<file path="config.mk">
export PLATFORM = sky130hd
export DESIGN_NAME = systolic_array_nxn
export DESIGN_NICKNAME = d
export VERILOG_FILES = /design/src/rtl/systolic_pkg.sv /design/src/rtl/systolic_pe.sv /design/src/rtl/systolic_array_nxn.sv
export SDC_FILE = /design/constraint.sdc
export NUM_CORES = 2
export LEC_CHECK = 0
export CAP_MARGIN = 20
export CORE_MARGIN = 10
export CORE_UTILIZATION = 63
export DETAILED_ROUTE_END_ITERATION = 6
export GPL_ROUTABILITY_DRIVEN = 0
export PLACE_DENSITY = 0.88
export SLEW_MARGIN = 20
export SYNTH_ARGS = -nofsm -noshare
export SYNTH_HDL_FRONTEND = slang
export SYNTH_HIERARCHICAL = 1
export SYNTH_SLANG_ARGS = --single-unit
</file>
<file path="constraint.sdc">
create_clock -name clk -period 9.2 [get_ports clk]
set_clock_uncertainty 0.15 [all_clocks]
set_input_delay 2.76 -clock clk [delete_from_list [all_inputs] [get_ports clk]]
set_output_delay 2.76 -clock clk [all_outputs]
set_load 0.05 [all_outputs]
</file>
<file path="src/rtl/systolic_pkg.sv">
// Shared types and sizing helpers for the N x N output-stationary systolic multiplier.
package systolic_pkg;

  typedef enum logic [1:0] {
    ST_IDLE  = 2'd0,
    ST_LOAD  = 2'd1,
    ST_FLUSH = 2'd2,
    ST_DONE  = 2'd3
  } state_e;

  // Width of the beat and flush counters; both count below 2N.
  function automatic int unsigned cnt_w(input int unsigned n);
    return $clog2(2 * n);
  endfunction

  // Enabled cycles needed to drain the skewed wavefront after the last beat.
  function automatic int unsigned flush_len(input int unsigned n);
    return 2 * n - 1;
  endfunction

endpackage

</file>
<file path="src/rtl/systolic_pe.sv">
// One MAC cell: registers a rightward and b downward, accumulates a*b on enable.
// SYSTOLIC_SIGNED_EN selects two's-complement operands and sign-extended products.
module systolic_pe #(
  parameter int unsigned DW    = 8,
  parameter int unsigned ACC_W = 20
) (
  input  logic             clk,
  input  logic             rst,
  input  logic             i_en,
  input  logic             i_clr,
  input  logic [DW-1:0]    i_a,
  input  logic [DW-1:0]    i_b,
  output logic [DW-1:0]    o_a,
  output logic [DW-1:0]    o_b,
  output logic [ACC_W-1:0] o_acc
);

  localparam int unsigned PW = 2 * DW;

`ifdef SYSTOLIC_SIGNED_EN
  logic signed [PW-1:0] w_prod;
  assign w_prod = PW'($signed(i_a)) * PW'($signed(i_b));
`else
  logic [PW-1:0] w_prod;
  assign w_prod = PW'(i_a) * PW'(i_b);
`endif

  logic [ACC_W-1:0] w_prod_ext;
  assign w_prod_ext = ACC_W'(w_prod);

  logic [DW-1:0]    r_a;
  logic [DW-1:0]    r_b;
  logic [ACC_W-1:0] r_acc;

  // Clear restarts the sum with this cycle's product so the first beat is not lost.
  always_ff @(posedge clk) begin
    if (rst) begin
      r_a   <= '0;
      r_b   <= '0;
      r_acc <= '0;
    end else if (i_en) begin
      r_a   <= i_a;
      r_b   <= i_b;
      r_acc <= (i_clr ? '0 : r_acc) + w_prod_ext;
    end
  end

  assign o_a   = r_a;
  assign o_b   = r_b;
  assign o_acc = r_acc;

endmodule

</file>
<file path="src/rtl/systolic_array_nxn.sv">
// N x N output-stationary systolic multiplier C = A*B with internal skew and load/result handshakes.
// SYSTOLIC_SIGNED_EN (in systolic_pe) switches operands and results to two's-complement.
module systolic_array_nxn
  import systolic_pkg::*;
#(
  parameter int unsigned N     = 3,
  parameter int unsigned DW    = 8,
  parameter int unsigned ACC_W = 20
) (
  input  logic                   clk,
  input  logic                   rst,
  input  logic                   in_valid,
  output logic                   in_ready,
  input  logic [N*DW-1:0]        a_col,
  input  logic [N*DW-1:0]        b_row,
  output logic                   busy,
  output logic                   out_valid,
  input  logic                   out_ready,
  output logic [N*N*ACC_W-1:0]   z
);

  localparam int unsigned CNT_W     = cnt_w(N);
  localparam int unsigned FLUSH_LEN = flush_len(N);

  state_e           r_state, w_state_nxt;
  logic [CNT_W-1:0] r_beat_cnt, w_beat_nxt;
  logic [CNT_W-1:0] r_flush_cnt, w_flush_nxt;
  logic             r_in_ready, w_in_ready_nxt;
  logic             r_busy, w_busy_nxt;
  logic             r_out_valid, w_out_valid_nxt;

  logic w_accept;
  logic w_en;
  logic w_clr;

  assign w_accept = in_valid & r_in_ready;
  assign w_en     = w_accept | (r_state == ST_FLUSH);
  assign w_clr    = w_accept & (r_state == ST_IDLE);

  always_ff @(posedge clk) begin
    if (rst) begin
      r_state     <= ST_IDLE;
      r_beat_cnt  <= '0;
      r_flush_cnt <= '0;
      r_in_ready  <= 1'b0;
      r_busy      <= 1'b0;
      r_out_valid <= 1'b0;
    end else begin
      r_state     <= w_state_nxt;
      r_beat_cnt  <= w_beat_nxt;
      r_flush_cnt <= w_flush_nxt;
      r_in_ready  <= w_in_ready_nxt;
      r_busy      <= w_busy_nxt;
      r_out_valid <= w_out_valid_nxt;
    end
  end

  always_comb begin
    w_state_nxt     = r_state;
    w_beat_nxt      = r_beat_cnt;
    w_flush_nxt     = r_flush_cnt;
    w_in_ready_nxt  = 1'b0;
    w_busy_nxt      = 1'b0;
    w_out_valid_nxt = 1'b0;
    case (r_state)
      ST_IDLE: begin
        if (w_accept) begin
          w_beat_nxt  = CNT_W'(1);
          w_state_nxt = ST_LOAD;
        end
      end
      ST_LOAD: begin
        if (w_accept) begin
          if (r_beat_cnt == CNT_W'(N - 1)) begin
            w_beat_nxt  = '0;
            w_state_nxt = ST_FLUSH;
          end else begin
            w_beat_nxt = r_beat_cnt + CNT_W'(1);
          end
        end
      end
      ST_FLUSH: begin
        if (r_flush_cnt == CNT_W'(FLUSH_LEN - 1)) begin
          w_flush_nxt = '0;
          w_state_nxt = ST_DONE;
        end else begin
          w_flush_nxt = r_flush_cnt + CNT_W'(1);
        end
      end
      ST_DONE: begin
        if (r_out_valid & out_ready) w_state_nxt = ST_IDLE;
      end
      default: w_state_nxt = ST_IDLE;
    endcase
    // Returning from DONE keeps in_ready low one extra cycle: no result/beat overlap.
    w_in_ready_nxt  = (w_state_nxt == ST_LOAD) ||
                      ((w_state_nxt == ST_IDLE) && (r_state == ST_IDLE));
    w_busy_nxt      = (w_state_nxt == ST_LOAD) || (w_state_nxt == ST_FLUSH);
    w_out_valid_nxt = (w_state_nxt == ST_DONE);
  end

  assign in_ready  = r_in_ready;
  assign busy      = r_busy;
  assign out_valid = r_out_valid;

  // Zeros enter the array whenever no beat is being accepted (FLUSH).
  logic [DW-1:0] w_a_inj [N];
  logic [DW-1:0] w_b_inj [N];
  always_comb begin
    for (int i = 0; i < N; i++) begin
      w_a_inj[i] = w_accept ? a_col[i*DW +: DW] : '0;
      w_b_inj[i] = w_accept ? b_row[i*DW +: DW] : '0;
    end
  end

  logic [DW-1:0] w_a_edge [N];
  logic [DW-1:0] w_b_edge [N];

  for (genvar gi = 0; gi < N; gi++) begin : g_skew
    if (gi == 0) begin : g_direct
      assign w_a_edge[gi] = w_a_inj[gi];
      assign w_b_edge[gi] = w_b_inj[gi];
    end else begin : g_delay
      logic [DW-1:0] r_a_line [gi];
      logic [DW-1:0] r_b_line [gi];
      always_ff @(posedge clk) begin
        if (rst) begin
          for (int m = 0; m < gi; m++) begin
            r_a_line[m] <= '0;
            r_b_line[m] <= '0;
          end
        end else if (w_en) begin
          r_a_line[0] <= w_a_inj[gi];
          r_b_line[0] <= w_b_inj[gi];
          for (int m = 1; m < gi; m++) begin
            r_a_line[m] <= w_clr ? '0 : r_a_line[m-1];
            r_b_line[m] <= w_clr ? '0 : r_b_line[m-1];
          end
        end
      end
      assign w_a_edge[gi] = w_clr ? '0 : r_a_line[gi-1];
      assign w_b_edge[gi] = w_clr ? '0 : r_b_line[gi-1];
    end
  end

  logic [DW-1:0] w_a_out [N][N];
  logic [DW-1:0] w_b_out [N][N];

  // Stale pipe contents are masked on the clearing edge so only beat 0 contributes.
  for (genvar gi = 0; gi < N; gi++) begin : g_row
    for (genvar gj = 0; gj < N; gj++) begin : g_col
      logic [DW-1:0] w_a_in;
      logic [DW-1:0] w_b_in;
      if (gj == 0) begin : g_a_edge
        assign w_a_in = w_a_edge[gi];
      end else begin : g_a_pipe
        assign w_a_in = w_clr ? '0 : w_a_out[gi][gj-1];
      end
      if (gi == 0) begin : g_b_edge
        assign w_b_in = w_b_edge[gj];
      end else begin : g_b_pipe
        assign w_b_in = w_clr ? '0 : w_b_out[gi-1][gj];
      end
      systolic_pe #(
        .DW    (DW),
        .ACC_W (ACC_W)
      ) u_pe (
        .clk   (clk),
        .rst   (rst),
        .i_en  (w_en),
        .i_clr (w_clr),
        .i_a   (w_a_in),
        .i_b   (w_b_in),
        .o_a   (w_a_out[gi][gj]),
        .o_b   (w_b_out[gi][gj]),
        .o_acc (z[(gi*N+gj)*ACC_W +: ACC_W])
      );
    end
  end

endmodule
</file>
======== Yosys cells after proc, flatten, opt, wreduce, memory -nomap -nowiden ========
Memories as Yosys holds them, arrays and structs flattened.
Index checks and enable logic that the tools add are counted.
storage, ports and cells
  register bits after elaboration ......... 287
  latch bits .............................. 0
  memory bits (writable) .................. 48
  memory bits (read-only) ................. 0
  output and inout bits ................... 183
  logic and storage cells ................. 135
  memories ................................ 4
operators by class
  $add $sub $neg .......................... 11
  $mul .................................... 9
  div/mod/pow operators ................... 0
  magnitude comparators ................... 0
  equal/unequal tests ..................... 10
  shift operators ......................... 0
  mux-type cells .......................... 57
  bitwise gates (word level) .............. 8
  reductions and logical operators ........ 9
memories
  memory                      depth  width  rd ports  clocked after memory_dff  write ports  RTL line                   source
  g_skew[2].g_delay.r_a_line  2      8      2         0                         2            systolic_array_nxn.sv:124  logic [DW-1:0] r_a_line [gi];
  g_skew[2].g_delay.r_b_line  2      8      2         0                         2            systolic_array_nxn.sv:125  logic [DW-1:0] r_b_line [gi];
  g_skew[1].g_delay.r_a_line  1      8      1         0                         1            systolic_array_nxn.sv:124
  g_skew[1].g_delay.r_b_line  1      8      1         0                         1            systolic_array_nxn.sv:125
operator list
  operator                                                               count
  8-bit 2-to-1 mux                                                       30
  20-bit by 16-bit adder with 20-bit output                              9
  20-bit 2-to-1 mux                                                      9
  8-bit by 8-bit multiplier with 16-bit output                           9
  8-bit OR reduction                                                     2
  3-bit 2-to-1 mux                                                       4
  2-bit 2-to-1 mux                                                       5
  2-bit equality test, second input constant                             4
  2-bit case mux with 4 select lines                                     1
  1-bit 2-to-1 mux                                                       7
  3-bit by 1-bit adder with 3-bit output, second input constant          2
  3-bit case mux with 2 select lines                                     1
  1-bit bitwise OR                                                       5
  2-bit by 1-bit equality test with 1-bit output, second input constant  2
  2-bit zero test                                                        2
  2-bit != test, second input constant                                   2
  1-bit AND                                                              3
  3-bit by 2-bit equality test with 1-bit output, second input constant  1
  3-bit equality test, second input constant                             1
  3-bit AND reduction                                                    1
  1-bit logical OR                                                       2
  2-bit nonzero test                                                     1
  1-bit logical AND                                                      1

======== Logic depth before layout (Yosys ltp) ========
  word-level depth ........................ 7
  gate-level depth with buffers ........... 22
  gate-level depth less buffers ........... 19

======== Hierarchy ========
The synthesis kept the hierarchy.
modules (own cells, without submodules)
  module                                     instances  cells an instance  area each (um^2)
  systolic_pe at g_row[0].g_col[2].u_pe ...  4          489                4,224.1
  systolic_pe at g_row[0].g_col[0].u_pe ...  2          474                4,155.2
  systolic_pe at g_row[2].g_col[0].u_pe      1          484                4,280.4
  systolic_pe at g_row[2].g_col[1].u_pe      1          491                4,250.3
  systolic_pe at g_row[2].g_col[2].u_pe      1          478                4,201.5
  systolic_array_nxn                         1          338                3,402.0

======== Worst setup path after synthesis ========
Ideal clock, no wire load.
  kind .................................... input to register
  start ................................... in in_valid
  end ..................................... reg g_row[0].g_col[2].u_pe.r_acc[16]
  arrival ................................. 7,715 ps
  required time ........................... 8,933 ps
  slack ................................... 1,217 ps
  stages on the path ...................... 19
  buffers on the path ..................... 3
  cells stage by stage .................... nand2_1 nor3_2 buf_2 clkbuf_1 clkbuf_1 nand2b_1 fa_1 inv_1 fa_1 fa_1 inv_1 fa_1 inv_1 ha_1 and2_4 a221oi_2 a2111oi_1 or4_1 a32o_1
between the ends
  word-level cells in the longest chain between the ends .. 5
ends and longest elaborated chain
  element                                       RTL line                                              source
  from (decl)                                   systolic_array_nxn.sv:12                              input logic in_valid,
  1-bit AND *                                   systolic_array_nxn.sv:36                              assign w_accept = in_valid & r_in_ready;
  1-bit AND *                                   systolic_array_nxn.sv:38                              assign w_clr = w_accept & (r_state == ST_IDLE);
  via w_clr                                     systolic_array_nxn.sv:34                              logic w_clr;
  8-bit 2-to-1 mux (on tied branches)           systolic_array_nxn.sv:157, systolic_array_nxn.sv:142
  8-bit by 8-bit multiplier with 16-bit output  systolic_pe.sv:25                                     assign w_prod = PW'(i_a) * PW'(i_b);
  20-bit by 16-bit adder with 20-bit output *   systolic_pe.sv:44                                     r_acc <= (i_clr ? '0 : r_acc) + w_prod_ext;
  to (signal assigned)                          systolic_pe.sv:44
  to (decl)                                     systolic_pe.sv:33                                     logic [ACC_W-1:0] r_acc;
The timed path passes the listed nets; every way through them passes the cells marked *.
A chain may end at the register's enable or synchronous reset.

======== Final worst setup path ========
  start ................................... in in_valid
  end ..................................... reg g_row[1].g_col[1].u_pe.r_acc[16]
between the ends
  word-level cells in the longest chain between the ends .. 5
ends and longest elaborated chain
  element                                       RTL line                   source
  1-bit AND                                     systolic_array_nxn.sv:36
  1-bit AND                                     systolic_array_nxn.sv:38
  8-bit 2-to-1 mux                              systolic_array_nxn.sv:162  assign w_b_in = w_clr ? '0 : w_b_out[gi-1][gj];
  via g_row[1].g_col[1].w_b_in[0]               systolic_array_nxn.sv:153  logic [DW-1:0] w_b_in;
  8-bit by 8-bit multiplier with 16-bit output  systolic_pe.sv:25
  20-bit by 16-bit adder with 20-bit output     systolic_pe.sv:44
  to (signal assigned)                          systolic_pe.sv:44
  to (decl)                                     systolic_pe.sv:33
The timed path passes the listed nets, and every way through them passes these cells.

==> results.md <==
- Standard-cell row count: approximately 90
- CTS resizes: 0
- DRC Markers: 0
- Critical-path maximum fanout: 55
- Cell count of the worst hold path: 2
- Final net count: approximately 5600
- Hold Path Sink: g_row[0].g_col[0].u_pe/o_acc[17]
- Buf+Inv Stages, Crit Path: 5
- Yosys warns: 6
- Hold Startpoint: g_row[0].g_col[0].u_pe/o_acc[17]
- CP Cell Sequence: clkdlybuf4s50_1 > nand2_1 > nor3_4 > buf_12 > nor2b_1 > nand2_1 > fa_1 > inv_1 > fa_1 > fa_1 > inv_1 > fa_1 > inv_1 > ha_1 > and2_4 > a221oi_2 > a2111oi_1 > or4_1 > a32o_1
- IO buf count: around 230
- Sequential Power Share: 0.401
- TritonRoute pass-1 iters: 7
- Net Sw Power: 1.07 mW
- Syn Area/Cell: around 8.7 um2
- Wire per inst: 18.1 um
- Clock root buffer: clkbuf_16
- Antenna cells: 0
- Placed inst area: about 43000 um2
- CP top delay family: adder cells
- Pwr dens: between 80 and 90 nW/um2
- Crit path DAT: 8.74 ns
- Hold crit path type: reg -> reg
- Global-route wire length before repair: approximately 170000 um
- Full die area: 73500 um2
- Die Span X: roughly 270 um
- Final Hold Vio Count: 0
- Initial antenna violation count: 0
- Detail Route Antenna Nets: 0
- Worst Setup Path Type: in -> reg
- Clock slew at reported path FFs: around 0.060 ns
- Share of cells above drive strength 1: 0.0420
- Critical Path Stages: 19
- Total Wirelength: between 100000 and 150000 um
- Final max-slew violation count: 0
- Largest buffer count on any clock path: 3
- Max H-tree Level: 2
- Fin crit share: 0.914
- Largest stage delay on the critical path: 0.73 ns
- Die height: 271 um
- Mapped Area: a little under 40000 um2
- Global route hottest layer: met2
- Core area: between 60000 and 70000 um2
- Reg-to-Reg Start: in_ready
- Cts hold-fix bufs: 0
- Leakage power: 21.8 nW
- Status: finished clean
- Syn Nets: around 5400
- Clock network power share: 0.469
- DRT iter0 DRCs: around 2800
- Setup tns final: 0 ns
- Met3 Track Usage GR: 0.0460
- Final min period: 8.41 ns
- Power Internal: 2.78 mW
- Filler Cells Inserted: around 4500
- Setup crit end kind: flop
- Routed vias: ~32000
- GR Layer Usage met2: 0.472
- Starting Density: 0.640
- Comb power frac: 0.129
- Vias in the first global route: approximately 33000
- Net Sw Frac: 0.277
- Postcts setup bufs: 0
- Peak VDD IR: 0.000118 V
- CTS tree: done
- Largest net degree at the start of global routing: ~150
- Cell area after layout: between 40000 and 50000 um2
- CTS Sinks: approximately 340
- Slowest cell on crit path: nor2b_1
- Worst-Skew Late Latency: ~0.60 ns
- Io pins: about 240
- M1 GR Usage: 0.344
- Least-Margin Pin Slew: 1.09 ns
- CP most frequent cell: fa_1
- Final setup violation count: 0
- Mapped Cells: between 4000 and 5000
- Worst setup SP type: input port
- Gr usage total: 0.275
- Commonest non-fill, non-tap cell in the layout: inv_1
- Most frequent cells in the layout: inv_1, fa_1, and2_1, ha_1, nand2_1
- DPL Wire Length: ~78000 um
- Unrepaired setup endpoints after global routing: false
- Reg-to-Reg End: g_row[2].g_col[2].u_pe/o_acc[18]
- R2R cell count: 19
- Syn-to-layout area delta: 11.6%
- Worst endpoint required time: roughly 9.5 ns
- Vias/cell: approximately 5.8
- Max Freq: 119 MHz
- Setup slack, reg-to-reg: about 2.5 ns
- Grt ovf: 0
- Max-slew headroom: 0.273
- Num CTS Buffers: 43
- Max-Cap Viols: 0
power by group through the flow:
stage | Clock, mW | Combinational, mW | Sequential [mW]
floorplan | 0 | 0.312 | 1.59
CTS | 1.84 | 0.492 | 1.55
finish | 1.81 | 0.497 | 1.55
detailed placement | 0 | 0.489 | 1.58
global route | 1.89 | 0.538 | 1.55
global placement | 0 | 0.477 | 1.58
worst register-to-register path: cells and delay by family, from the launching register on:
family / cells / cell delay [ns]
adders and majority gates: 5 / 2.25
muxes: 1 / 0.13
and+or+nand+nor: 6 / 1.79
AOI/OAI and AO/OA: 3 / 0.60
DFF: 1 / 0.83
buffers and inverters: 4 / 0.84
through the flow:
step / utilization / hold WS, ns / total power [mW] / setup WS, ns / std cells
2_1_floorplan: - / 0.299 / 1.90 / 1.22 / 4549
3_3_place_gp: 0.690 / 0.303 / 2.05 / 0.349 / 5494
3_5_place_dp: 0.690 / 0.310 / 2.07 / 0.282 / 5494
4_1_cts: 0.714 / 0.325 / 3.87 / 0.898 / 5574
5_1_grt: 0.714 / 0.348 / 3.98 / 0.508 / 5574
6_report: 0.714 / 0.328 / 3.85 / 0.791 / 5574
area by class of cell:
class                   instances  area [um2]  area share
multi-input cells            3271       28900       0.653
flip-flops and latches        335        7190       0.162
inverters                     770        2890      0.0652
repair buffers                281        2760      0.0624
clock buffers                  59        1250      0.0282
well taps                     837        1050      0.0236
clock inverters                21         255     0.00576
how the worst max path moves through the flow:
stage | from | endpoint | slack (ns)
detailed placement | in_valid | g_row[1].g_col[1].u_pe/o_acc[16] | 0.28
CTS | in_valid | g_row[1].g_col[1].u_pe/o_acc[16] | 0.90
global route | in_valid | g_row[1].g_col[1].u_pe/o_acc[16] | 0.51
floorplan | in_valid | g_row[0].g_col[2].u_pe/o_acc[16] | 1.22
global placement | in_valid | g_row[1].g_col[1].u_pe/o_acc[16] | 0.35
finish | in_valid | g_row[1].g_col[1].u_pe/o_acc[16] | 0.79
state kept, by name, indices dropped and copies added (netlist names):
register and flops:
g_row.g_col.u_pe/o_acc 180, g_row.g_col.u_pe/o_a 48, g_row.g_col.u_pe/o_b 48, g_skew.g_delay.r_a_line 24, g_skew.g_delay.r_b_line 24, r_beat_cnt 3, r_flush_cnt 3, r_state 2
busy 1, in_ready 1, out_valid 1
metal layers:
metal,share of wire,vias up
li1,-,15000
met1,0.41,15700
met2,0.49,1181
met3,0.070,229
met4,0.035,0
met5,0,-
No activity file was read; power rests on OpenSTA's default activity.
